**src/rtl/uart_pkg.sv**
```systemverilog
// Shared types for the word-to-byte UART serializer.
// Optional feature macro used by the top: UWTX_DELIM_EN (delimiter after each word).
package uart_pkg;

    localparam int BYTE_W = 8;

    typedef enum logic [2:0] {
        IDLE  = 3'd0,
        LOAD  = 3'd1,
        START = 3'd2,
        ACK   = 3'd3,
        WAIT  = 3'd4,
        DELIM = 3'd5
    } uwtx_state_t;

endpackage

```
**src/rtl/uwtx_fifo.sv**
```systemverilog
// Synchronous FIFO holding {byte count, word} entries for the serializer.
// Pointers carry one extra wrap bit so full and empty are told apart without a counter.
module uwtx_fifo #(
    parameter int WIDTH = 8,
    parameter int DEPTH = 4,
    localparam int AW   = $clog2(DEPTH)
) (
    input  logic             clk,
    input  logic             rst,
    input  logic             push,
    input  logic [WIDTH-1:0] din,
    input  logic             pop,
    output logic [WIDTH-1:0] dout,
    output logic             full,
    output logic             empty,
    output logic [AW:0]      level
);

    logic [WIDTH-1:0] mem [DEPTH];
    logic [AW:0]      wr_ptr;
    logic [AW:0]      rd_ptr;
    logic             push_ok;
    logic             pop_ok;

    assign full    = (wr_ptr[AW] != rd_ptr[AW]) && (wr_ptr[AW-1:0] == rd_ptr[AW-1:0]);
    assign empty   = (wr_ptr == rd_ptr);
    assign level   = wr_ptr - rd_ptr;
    assign dout    = mem[rd_ptr[AW-1:0]];
    // A write is refused while full even if a pop happens the same cycle.
    assign push_ok = push && !full;
    assign pop_ok  = pop && !empty;

    // Storage array; contents need no reset since the pointers gate visibility.
    always_ff @(posedge clk) begin
        if (push_ok) begin
            mem[wr_ptr[AW-1:0]] <= din;
        end
    end

    // Read/write pointers; they wrap naturally through the extra MSB.
    always_ff @(posedge clk) begin
        if (rst) begin
            wr_ptr <= '0;
            rd_ptr <= '0;
        end else begin
            if (push_ok) wr_ptr <= wr_ptr + 1'b1;
            if (pop_ok)  rd_ptr <= rd_ptr + 1'b1;
        end
    end

endmodule

```
**src/rtl/uart_word_tx.sv**
```systemverilog
// Word-to-byte serializer in front of a byte-level UART Transmitter.
// Queues words with per-word byte counts and hands bytes over with a start/busy handshake.
// Define UWTX_DELIM_EN to append DELIM_BYTE after every word that carried at least one byte.
module uart_word_tx
    import uart_pkg::*;
#(
    parameter int         WORD_BYTES = 4,
    parameter int         DEPTH      = 4,
    parameter int         MSB_FIRST  = 0,
    parameter logic [7:0] DELIM_BYTE = 8'h0A,
    localparam int        WW         = BYTE_W * WORD_BYTES,
    localparam int        CW         = $clog2(WORD_BYTES + 1),
    localparam int        LW         = $clog2(DEPTH + 1)
) (
    input  logic          clk,
    input  logic          rst,
    input  logic          wr_valid,
    output logic          wr_ready,
    input  logic [WW-1:0] wr_word,
    input  logic [CW-1:0] wr_bytes,
    output logic          tx_start,
    output logic [7:0]    tx_data,
    input  logic          tx_busy,
    output logic          busy,
    output logic [LW-1:0] level
);

    localparam int FW = WW + CW;

    // FIFO plumbing
    logic [CW-1:0] bytes_clamped;
    logic [FW-1:0] fifo_dout;
    logic          fifo_full;
    logic          fifo_empty;
    logic          fifo_pop;
    logic [WW-1:0] head_word;
    logic [CW-1:0] head_cnt;

    // FSM state and datapath registers
    uwtx_state_t   state,    state_nxt;
    logic [WW-1:0] word_reg, word_nxt;
    logic [CW-1:0] cnt_reg,  cnt_nxt;
    logic          start_r,  start_nxt;
    logic [7:0]    data_r,   data_nxt;
    logic [7:0]    cur_byte;
`ifdef UWTX_DELIM_EN
    logic          delim_phase, delim_nxt;
`endif

    // Oversized counts are clamped before they enter the queue.
    assign bytes_clamped = (wr_bytes > CW'(WORD_BYTES)) ? CW'(WORD_BYTES) : wr_bytes;
    assign wr_ready      = !fifo_full;

    uwtx_fifo #(
        .WIDTH (FW),
        .DEPTH (DEPTH)
    ) u_fifo (
        .clk   (clk),
        .rst   (rst),
        .push  (wr_valid),
        .din   ({bytes_clamped, wr_word}),
        .pop   (fifo_pop),
        .dout  (fifo_dout),
        .full  (fifo_full),
        .empty (fifo_empty),
        .level (level)
    );

    assign head_word = fifo_dout[WW-1:0];
    assign head_cnt  = fifo_dout[WW +: CW];

    // MSB-first: shift the word left so byte[n-1] lands in the top byte lane.
    // Constant shift per candidate count keeps this a mux, not a barrel shifter.
    function automatic logic [WW-1:0] align_msb(input logic [WW-1:0] w, input logic [CW-1:0] n);
        logic [WW-1:0] r;
        r = w;
        for (int i = 1; i <= WORD_BYTES; i++) begin
            if (n == CW'(i)) r = w << (BYTE_W * (WORD_BYTES - i));
        end
        return r;
    endfunction

    assign cur_byte = (MSB_FIRST != 0) ? word_reg[WW-1 -: BYTE_W] : word_reg[BYTE_W-1:0];

    assign tx_start = start_r;
    assign tx_data  = data_r;
    assign busy     = !fifo_empty || (state != IDLE);

    // Next-state and datapath decode for the byte handshake sequencer.
    always_comb begin
        state_nxt = state;
        word_nxt  = word_reg;
        cnt_nxt   = cnt_reg;
        start_nxt = start_r;
        data_nxt  = data_r;
        fifo_pop  = 1'b0;
`ifdef UWTX_DELIM_EN
        delim_nxt = delim_phase;
`endif
        case (state)
            IDLE: begin
                if (!fifo_empty) state_nxt = LOAD;
            end
            LOAD: begin
                fifo_pop  = 1'b1;
                word_nxt  = (MSB_FIRST != 0) ? align_msb(head_word, head_cnt) : head_word;
                cnt_nxt   = head_cnt;
                // Zero-byte entries are simply discarded.
                state_nxt = (head_cnt == '0) ? IDLE : START;
            end
            START: begin
                start_nxt = 1'b1;
                data_nxt  = cur_byte;
                state_nxt = ACK;
            end
            ACK: begin
                if (tx_busy) begin
                    start_nxt = 1'b0;
                    state_nxt = WAIT;
                end
            end
            WAIT: begin
                if (!tx_busy) begin
`ifdef UWTX_DELIM_EN
                    if (delim_phase) begin
                        delim_nxt = 1'b0;
                        state_nxt = IDLE;
                    end else begin
`else
                    begin
`endif
                        if (cnt_reg != '0) cnt_nxt = cnt_reg - CW'(1);
                        word_nxt = (MSB_FIRST != 0) ? (word_reg << BYTE_W) : (word_reg >> BYTE_W);
                        if (cnt_reg > CW'(1)) begin
                            state_nxt = START;
                        end else begin
`ifdef UWTX_DELIM_EN
                            state_nxt = DELIM;
`else
                            state_nxt = IDLE;
`endif
                        end
                    end
                end
            end
`ifdef UWTX_DELIM_EN
            DELIM: begin
                // Delimiter reuses the ACK/WAIT handshake; the flag routes WAIT back to IDLE.
                start_nxt = 1'b1;
                data_nxt  = DELIM_BYTE;
                delim_nxt = 1'b1;
                state_nxt = ACK;
            end
`endif
            default: begin
                state_nxt = IDLE;
            end
        endcase
    end

    // State and output registers; reset abandons any word in progress.
    always_ff @(posedge clk) begin
        if (rst) begin
            state       <= IDLE;
            word_reg    <= '0;
            cnt_reg     <= '0;
            start_r     <= 1'b0;
            data_r      <= '0;
`ifdef UWTX_DELIM_EN
            delim_phase <= 1'b0;
`endif
        end else begin
            state       <= state_nxt;
            word_reg    <= word_nxt;
            cnt_reg     <= cnt_nxt;
            start_r     <= start_nxt;
            data_r      <= data_nxt;
`ifdef UWTX_DELIM_EN
            delim_phase <= delim_nxt;
`endif
        end
    end

endmodule

```
**config.mk**
```make
export PLATFORM = sky130hd
export DESIGN_NAME = uart_word_tx
export DESIGN_NICKNAME = d
export VERILOG_FILES = /design/src/rtl/uart_pkg.sv /design/src/rtl/uwtx_fifo.sv /design/src/rtl/uart_word_tx.sv
export SDC_FILE = /design/constraint.sdc
export NUM_CORES = 1
export LEC_CHECK = 0
export CAP_MARGIN = 20
export CORE_ASPECT_RATIO = 0.8
export CORE_MARGIN = 3
export CORE_UTILIZATION = 28
export DETAILED_ROUTE_END_ITERATION = 16
export GPL_TIMING_DRIVEN = 0
export HOLD_SLACK_MARGIN = 0.06
export SYNTH_ARGS = -nofsm -noshare
export SYNTH_HDL_FRONTEND = slang
export SYNTH_HIERARCHICAL = 1
export SYNTH_SLANG_ARGS = --single-unit
```
**constraint.sdc**
```tcl
create_clock -name clk -period 2.5 [get_ports clk]
set_clock_uncertainty 0.05 [all_clocks]
set_input_delay 0.75 -clock clk [delete_from_list [all_inputs] [get_ports clk]]
set_output_delay 0.75 -clock clk [all_outputs]
set_load 0.05 [all_outputs]
```
==> flow_metrics.py, run 1 <==
metrics = {
    "status": {
        "status": "completed",
    },
    "timing": {
        "setup_viol": 0,
        "slew_violations": 0,
        "tightest_slew_ns": 0.735,
        "whs_ns": 0.444,
        "hold_violations": 0,
        "slew_headroom_pct": 50.9,
        "max_freq_mhz": 404,
        "min_period_ns": 2.48,
        "min_period_over_period_pct": 99.0,
        "rsz0062_at_grt": "yes",
    },
    "synth": {
        "synth_top_area_share_pct": 54.4,
        "yosysSeqAreaShare_pct": 68.7,
        "syn-num-nets": 523,
        "synthFlopType": "edfxtp_1",
        "yosysMostFrequentCell": "edfxtp_1",
        "syn-mean-instance-area_um2": 16.3,
        "synth_common_cells": "edfxtp_1 (140), dfxtp_1 (55), nor2_1 (48)",
        "synthTopCellsByArea": "edfxtp_1 (54%), dfxtp_1 (14%), mux4_2 (10%)",
        "synth_xor_area_share_pct": 0.227,
        "synthCells": 473,
        "syn-cell-area_um2": 7720,
        "yosys.area_share.simple_pct": 6.51,
        "synth_edf_count": 140,
        "netlist.top_cell.by_area": "edfxtp_1",
        "muxShareOfSynthArea_pct": 14.4,
        "synth_fa_ha_area_share_pct": 1.88,
        "synth_compound_gate_area_share_pct": 5.88,
        "async_flop_share_pct": 0,
        "synth_warnings": 6,
        "ys_types": 49,
        "synth_top_family_by_area": "multiplexers",
        "synth-seq-cells": 195,
    },
    "finish": {
        "area_growth_pct": 21.9,
        "fill_cells": 2524,
        "largest_reg_flops": 140,
        "seqCellArea_um2": 5320,
        "drive_gt1_share_pct": 22.2,
        "diodes": 0,
        "multi_input_area_um2": 2300,
        "layout.nets": 600,
        "fin_util_pct": 35.2,
        "finalNonFillerCells": 920,
    },
    "critical_path": {
        "r2r_cells": 7,
        "setup.worst_path.class": "reg -> out",
        "worstSetupEndpointType": "output port",
        "critPathLaunchType": "flip-flop",
        "worstPathArrival_ns": 1.68,
        "worst_ep_required_time_ns": 1.70,
        "cp_max_fo": 4,
    },
    "routing": {
        "first_iter_violations": 308,
        "vias": 4246,
        "vias_per_cell": 4.62,
        "totalWireLength_um": 16100,
        "wl_per_cell_um": 17.5,
        "firstDrtPassIters": 5,
        "drc": 0,
        "ant_nets": 0,
    },
    "clocking": {
        "tritoncts": "done",
        "clock_latency_ns": 0.43,
        "clk_transition_reported_paths_ns": 0.07,
        "max-clock-path-buffers": 2,
        "cts_buffers": 17,
        "cts_num_sinks": 195,
        "root_buffer": "clkbuf_16",
        "htree_num_levels": 4,
    },
    "flow_run": {
        "max-cap-violations": 0,
    },
    "min_path": {
        "whs_path_depth": 2,
        "hp-class": "reg -> reg",
    },
    "grt": {
        "grt_usage_pct": 11.4,
        "grt_pass1_wl_um": 25600,
        "antenna_found_initial": 1,
        "grt_overflow": 0,
        "grt_max_degree": 36,
        "grt_pass1_vias": 4465,
    },
    "floorplanning": {
        "start_util_pct": 28.9,
        "ios": 53,
        "dieArea_um2": 29600,
        "row_count": 53,
        "die_x_um": 192,
        "die_h_um": 155,
        "core-area_um2": 26700,
    },
    "placed_design": {
        "dp_hpwl_um": 10700,
        "dp_cells": 881,
        "place_congestion": 0.795,
        "io_buffers": 51,
    },
    "power": {
        "p_per_area_nw_per_um2": 1090,
        "max-vdd-ir-drop_mv": 0.544,
        "p_leak_uw": 0.00301,
    },
}
==> worst max-delay path, stage by stage (launching register included) <==
cell	delay, ns
dfxtp_4	0.36
buf_4	0.15
fa_2	0.56
inv_2	0.04
buf_8	0.14
==> timing repair <==
action | CTS | global route
pin swaps | 2 | 3
hold endpoints to repair | 0 | 0
gates resized for setup | 48 | 10
buffers inserted | 5 | 3
endpoints found under the setup margin | 145 | 144
hold buffers | 0 | 0
==> per-layer routing <==
metal	wire length, um	global-route usage [%]	vias up
met5	9	0	-
li1	-	-	1997
met2	7390	17.4	94
met3	952	3.67	15
met1	7520	15.6	2138
met4	204	3.42	2
==> cell usage in the layout (no fill, tap or decap), types with 3 or more instances in the layout <==
cell	Yosys	final
a211oi_1	22	22
a21oi_1	9	9
a22oi_1	8	8
and2_4	0	4
buf_1	4	4
buf_2	13	13
buf_4	4	13
clkbuf_1	8	7
clkbuf_16	0	17
clkdlybuf4s50_1	0	46
clkinv_4	0	3
clkinvlp_4	0	3
dfxtp_1	55	50
dfxtp_4	0	3
edfxtp_1	140	140
ha_1	10	8
inv_1	10	6
inv_2	0	3
inv_6	0	4
mux2i_1	32	32
mux4_2	35	35
nand2_1	7	6
nand3b_1	3	3
nor2_1	48	48
nor2b_1	6	5
nor3_1	5	5
nor3b_1	9	9
o21ai_0	3	3
==> logic make-up after synthesis <==
logic type,count (synthesis)
compound gates,61
xor+xnor,2
fa+ha+maj,11
buf+inv,41
flops,195
mux,67
simple gates,96
==> path summary, 6_finish.rpt <==
path / start / end / slack (ns)
worst max-delay path: u_fifo/rd_ptr[1]$_SDFFE_PP0P_ / level[1] / 0.02
worst min-delay path: cnt_reg[1]$_SDFFE_PP0P_ / cnt_reg[1]$_SDFFE_PP0P_ / 0.44
worst max register to register: flip-flop / state[1]$_SDFFE_PP0P_ / 0.23
worst min register to register: cnt_reg[1]$_SDFFE_PP0P_ / cnt_reg[1]$_SDFFE_PP0P_ / 0.44
==> final cells by class <==
cell class	count	area share (%)
flip-flops and latches	195	56.5
multi-input cells	237	24.5
repair buffers	59	6.13
clock buffers	19	4.81
well taps	357	4.75
plain buffers	30	1.58
clock inverters	13	1.32
inverters	10	0.425
==> report_power, final <==
group	switching, uW	internal [uW]	total [uW]
Clock	1210	1440	2650
Combinational	1810	1390	3200
Sequential	246	4130	4380
==> through the flow <==
step / setup TNS, ns / setup WS (ns) / total power [uW] / area [um^2]
floorplan: 0 / 0.0177 / 6510 / 7740
global placement: -53.31 / -0.708 / 7340 / 8690
detailed placement: -64.93 / -0.743 / 7430 / 8690
CTS: -0.0144 / -0.00725 / 10300 / 9370
global route: -0.0573 / -0.0354 / 10800 / 9410
finish: 0 / 0.0241 / 10200 / 9410
Power figures use the tool's default switching activity.
==> run 2, diff against run 1 <==
Clock period 2.5 ns to 2.7 ns, I/O delays scaled along.
==> flow_metrics.py, run 2 (synthesis gave the netlist of run 1 again) <==
metrics = {
    "status": {
        "status": "completed",
    },
    "critical_path": {
        "worst_ep_required_time_ns": 1.84,
        "critPathLaunchType": "flip-flop",
        "worstPathArrival_ns": 1.75,
        "worstSetupEndpointType": "output port",
        "cp_max_fo": 6,
        "setup.worst_path.class": "reg -> out",
    },
    "routing": {
        "drc": 0,
        "ant_nets": 0,
        "vias": 4260,
        "firstDrtPassIters": 5,
        "totalWireLength_um": 15900,
        "first_iter_violations": 377,
        "wl_per_cell_um": 17.4,
        "vias_per_cell": 4.65,
    },
    "finish": {
        "diodes": 0,
        "largest_reg_flops": 140,
        "layout_common_cells": "edfxtp_1 (140), dfxtp_1 (50), nor2_1 (48), clkdlybuf4s50_1 (46), mux4_2 (35)",
        "drive_gt1_share_pct": 20.8,
        "fill_cells": 2492,
        "area_growth_pct": 22.0,
        "final_common_cell": "edfxtp_1",
        "layout.nets": 596,
    },
    "power": {
        "p_leak_uw": 0.00301,
        "p_per_area_nw_per_um2": 1010,
        "internal-power_uw": 6450,
        "max-vdd-ir-drop_mv": 0.672,
        "netSwitchingPower_uw": 3040,
        "p_sw_share_pct": 32.1,
        "combPwrFrac_pct": 30.5,
        "pwr-share-clk_pct": 26.8,
        "p_total_uw": 9490,
        "pwr-share-seq_pct": 42.7,
    },
    "timing": {
        "min_period_ns": 2.61,
        "min_period_over_period_pct": 96.8,
        "slew_violations": 0,
        "finalSetupTns_ns": 0,
        "layout_setup_ws_ns": 0.0877,
        "setup_viol": 0,
        "max_freq_mhz": 383,
        "slew_headroom_pct": 50.3,
        "tightest_slew_ns": 0.745,
        "rsz0062_at_grt": "no",
        "hold_violations": 0,
    },
    "placed_design": {
        "place_ws_ns": -0.629,
        "dp_hpwl_um": 11200,
        "place_congestion": 0.789,
        "io_buffers": 51,
    },
    "min_path": {
        "hp-class": "reg -> reg",
    },
    "flow_run": {
        "max-cap-violations": 0,
    },
    "grt": {
        "antenna_found_initial": 1,
        "grt_usage_pct": 11.1,
        "grt_pass1_vias": 4400,
        "grt_overflow": 0,
        "grt_pass1_wl_um": 24700,
        "grt_max_degree": 22,
    },
    "clocking": {
        "cts_setup_buffers": 0,
        "root_buffer": "clkbuf_16",
        "ctsHoldBuffers": 0,
        "tritoncts": "done",
        "cts_num_sinks": 195,
        "clock_latency_ns": 0.44,
        "cts_buffers": 17,
        "max-clock-path-buffers": 2,
        "clk_transition_reported_paths_ns": 0.07,
        "htree_num_levels": 4,
    },
    "floorplanning": {
        "ios": 53,
        "dieArea_um2": 29600,
        "die_x_um": 192,
        "core-area_um2": 26700,
        "row_count": 53,
        "die_h_um": 155,
        "start_util_pct": 28.9,
    },
}
[run 2: metrics by stage]
stage / cell area, um^2 / cells / hold WS (ns) / utilization [%]
2_1_floorplan: 7730 / 473 / 0.395 / -
3_3_place_gp: 8690 / 881 / 0.413 / 32.5
3_5_place_dp: 8770 / 885 / 0.439 / 32.8
4_1_cts: 9390 / 916 / 0.454 / 35.1
5_1_grt: 9420 / 916 / 0.472 / 35.3
6_report: 9420 / 916 / 0.448 / 35.3
[run 2: final timing paths]
check | startpoint | to | slack, ns | cells past startpoint
max | u_fifo/rd_ptr[0]$_SDFFE_PP0P_ | level[0] | 0.09 | 3
min | tx_start$_SDFFE_PP0P_ | tx_start$_SDFFE_PP0P_ | 0.45 | 2
max reg2reg | flip-flop | state[1]$_SDFFE_PP0P_ | 0.45 | 7
min reg2reg | tx_start$_SDFFE_PP0P_ | tx_start$_SDFFE_PP0P_ | 0.45 | 2
[run 2: per-layer routing]
metal | vias up | track usage [%] | part of all wire, %
met3 | 19 | 3.42 | 5.5
met1 | 2161 | 14.6 | 46
met5 | - | 0 | 0.082
li1 | 1989 | - | -
met4 | 2 | 4.05 | 1.6
met2 | 89 | 17.4 | 47
[run 2: what timing repair did]
item | 4_1_cts | 5_1_grt
gates resized for setup | 35 | 8
endpoints found under the setup margin | 68 | 4
pin swaps | 1 | 2
[run 2: layout make-up]
class | count | area [um^2] | share of cell area (%)
sequential | 195 | 5320 | 56.4
multi-input combinational | 237 | 2290 | 24.3
timing repair buffer | 55 | 588 | 6.24
tap | 357 | 447 | 4.74
clock buffer | 17 | 425 | 4.51
clock inverter | 15 | 169 | 1.79
buffer | 30 | 149 | 1.58
inverter | 10 | 37.5 | 0.398
[run 2: worst max-delay path, cell delays in order, from the launching register on]
cell	delay [ns]
dfxtp_1	0.46
ha_4	0.26
inv_1	0.05
dlygate4sd2_1	0.54
[run 2: power by group through the flow]
stage,Combinational [uW],Sequential (uW),Clock (uW)
final,2900,4050,2540
after global routing,3170,4100,2720
after CTS,2900,4040,2600
after detailed placement,2840,4100,0
after global placement,2720,4090,0
after floorplan,1960,4060,0
==> run 3, diff against run 2 <==
Settings changed: CORE_ASPECT_RATIO 0.8 to 1.75, PLACE_DENSITY_LB_ADDON from default to 0.25.
Clock period 2.7 ns to 2.9 ns, I/O delays scaled along.
==> flow_metrics.py, run 3 (synthesis gave the netlist of run 1 again) <==
metrics = {
    "status": {
        "status": "completed",
    },
    "finish": {
        "multi_input_area_um2": 2250,
        "layout.nets": 596,
        "fill_cells": 2635,
        "drive_gt1_share_pct": 19.1,
        "diodes": 0,
        "layout_common_cells": "edfxtp_1 (140), dfxtp_1 (53), nor2_1 (48), clkdlybuf4s50_1 (46), mux4_2 (35)",
        "seqCellArea_um2": 5310,
        "area_growth_pct": 21.4,
        "final_common_cell": "edfxtp_1",
        "fin_util_pct": 34.9,
        "largest_reg_flops": 140,
    },
    "routing": {
        "vias": 4217,
        "drc": 0,
        "totalWireLength_um": 16300,
        "firstDrtPassIters": 4,
        "vias_per_cell": 4.57,
        "ant_nets": 0,
        "wl_per_cell_um": 17.6,
        "first_iter_violations": 261,
    },
    "flow_run": {
        "max-cap-violations": 0,
    },
    "critical_path": {
        "endpoint": "level[2]",
        "r2r_cells": 7,
        "critPathLaunchType": "flip-flop",
        "cp-startpoint": "u_fifo/wr_ptr[0]$_SDFFE_PP0P_",
        "worst_path_largest_cell_delay_ns": 0.42,
        "worstSetupEndpointType": "output port",
        "reg2reg_slack_ns": 0.61,
        "cpMaxStageDelayCell": "fa_1",
        "worstPathArrival_ns": 1.87,
        "worst_ep_required_time_ns": 1.98,
        "path_cells": "inv_1 > ha_2 > fa_1 > xnor2_1 > buf_4",
        "cp_max_fo": 6,
        "setup.worst_path.class": "reg -> out",
        "r2r_end": "state[1]$_SDFFE_PP0P_",
    },
    "placed_design": {
        "place_congestion": 0.740,
        "io_buffers": 51,
        "place_ws_ns": -0.524,
        "dp_hpwl_um": 11600,
    },
    "floorplanning": {
        "die_h_um": 226,
        "row_count": 79,
        "die_x_um": 132,
        "start_util_pct": 28.7,
        "dieArea_um2": 29700,
        "core-area_um2": 26900,
        "ios": 53,
    },
    "timing": {
        "max_freq_mhz": 358,
        "rsz0062_at_grt": "no",
        "min_period_ns": 2.79,
        "min_period_over_period_pct": 96.3,
        "whs_ns": 0.439,
        "hold_violations": 0,
        "slew_violations": 0,
        "layout_setup_ws_ns": 0.107,
        "tightest_slew_ns": 0.696,
        "slew_headroom_pct": 53.5,
        "setup_viol": 0,
    },
    "grt": {
        "antenna_found_initial": 0,
        "grt_usage_pct": 11.5,
        "grt_max_degree": 30,
        "grt_pass1_wl_um": 26000,
        "grt_overflow": 0,
        "grt_pass1_vias": 4645,
    },
    "clocking": {
        "tritoncts": "done",
        "htree_num_levels": 4,
        "cts_num_sinks": 195,
        "cts_buffers": 17,
        "clk_transition_reported_paths_ns": 0.07,
        "root_buffer": "clkbuf_16",
        "clock_latency_ns": 0.43,
        "max-clock-path-buffers": 2,
        "cts_setup_buffers": 0,
    },
    "power": {
        "p_per_area_nw_per_um2": 932,
        "max-vdd-ir-drop_mv": 0.447,
        "p_leak_uw": 0.00300,
    },
    "min_path": {
        "hp-class": "reg -> reg",
    },
}
run 3: cell count changes in the layout (fill, tap and decap cells not counted), sizes merged:
cell and change:
bufinv +1, clkbuf +1, inv -2
run 3: layer usage:
metal | share of wire [%] | vias to the layer above | GRT usage [%]
met2 | 57 | 82 | 21.9
li1 | - | 1987 | -
met3 | 3.9 | 20 | 2.85
met5 | 0 | - | 0
met4 | 2.8 | 0 | 5.63
met1 | 37 | 2128 | 11.8
run 3: power breakdown:
group	internal [uW]	switching, uW
registers	3550	208
clock network	1360	1020
logic	1070	1520
total	5990	2750
run 3: worst min-delay path by stage:
stage,from,endpoint,slack (ns),cells past startpoint
after CTS,cnt_reg[1]$_SDFFE_PP0P_,cnt_reg[1]$_SDFFE_PP0P_,0.45,2
after detailed placement,tx_start$_SDFFE_PP0P_,tx_start$_SDFFE_PP0P_,0.43,2
after global routing,cnt_reg[1]$_SDFFE_PP0P_,cnt_reg[1]$_SDFFE_PP0P_,0.46,2
after floorplan,cnt_reg[1]$_SDFFE_PP0P_,cnt_reg[1]$_SDFFE_PP0P_,0.39,2
final,cnt_reg[1]$_SDFFE_PP0P_,cnt_reg[1]$_SDFFE_PP0P_,0.44,2
after global placement,cnt_reg[1]$_SDFFE_PP0P_,cnt_reg[1]$_SDFFE_PP0P_,0.41,2
run 3: area by class of cell:
class / count / area share, %
inverters: 10 / 0.400
clock inverters: 14 / 1.83
multi-input cells: 237 / 24.0
flip-flops and latches: 195 / 56.6
clock buffers: 18 / 4.58
plain buffers: 30 / 1.59
well taps: 364 / 4.86
repair buffers: 55 / 6.10
run 3: through the flow:
stage                     setup TNS (ns)  std cells  instance area, um^2  total power, uW
final                                  0        923                 9380             8740
after global routing                   0        923                 9380             9200
after global placement           -100.23        888                 8690             6350
after floorplan                        0        473                 7720             5600
after CTS                              0        923                 9370             8860
after detailed placement           -1.25        892                 8770             6490
run 3: repair_timing:
item	4_1_cts	5_1_grt
gates resized for setup	26	4
pin swaps	0	1
hold buffers	0	0
setup endpoints to repair	5	3
run 3: worst max-delay path, delay by kind of cell (launching register included):
kind / cells / cell delay (ns)
buf+inv: 2 / 0.30
xor+xnor: 1 / 0.14
fa+ha+maj: 2 / 0.61
flops: 1 / 0.38
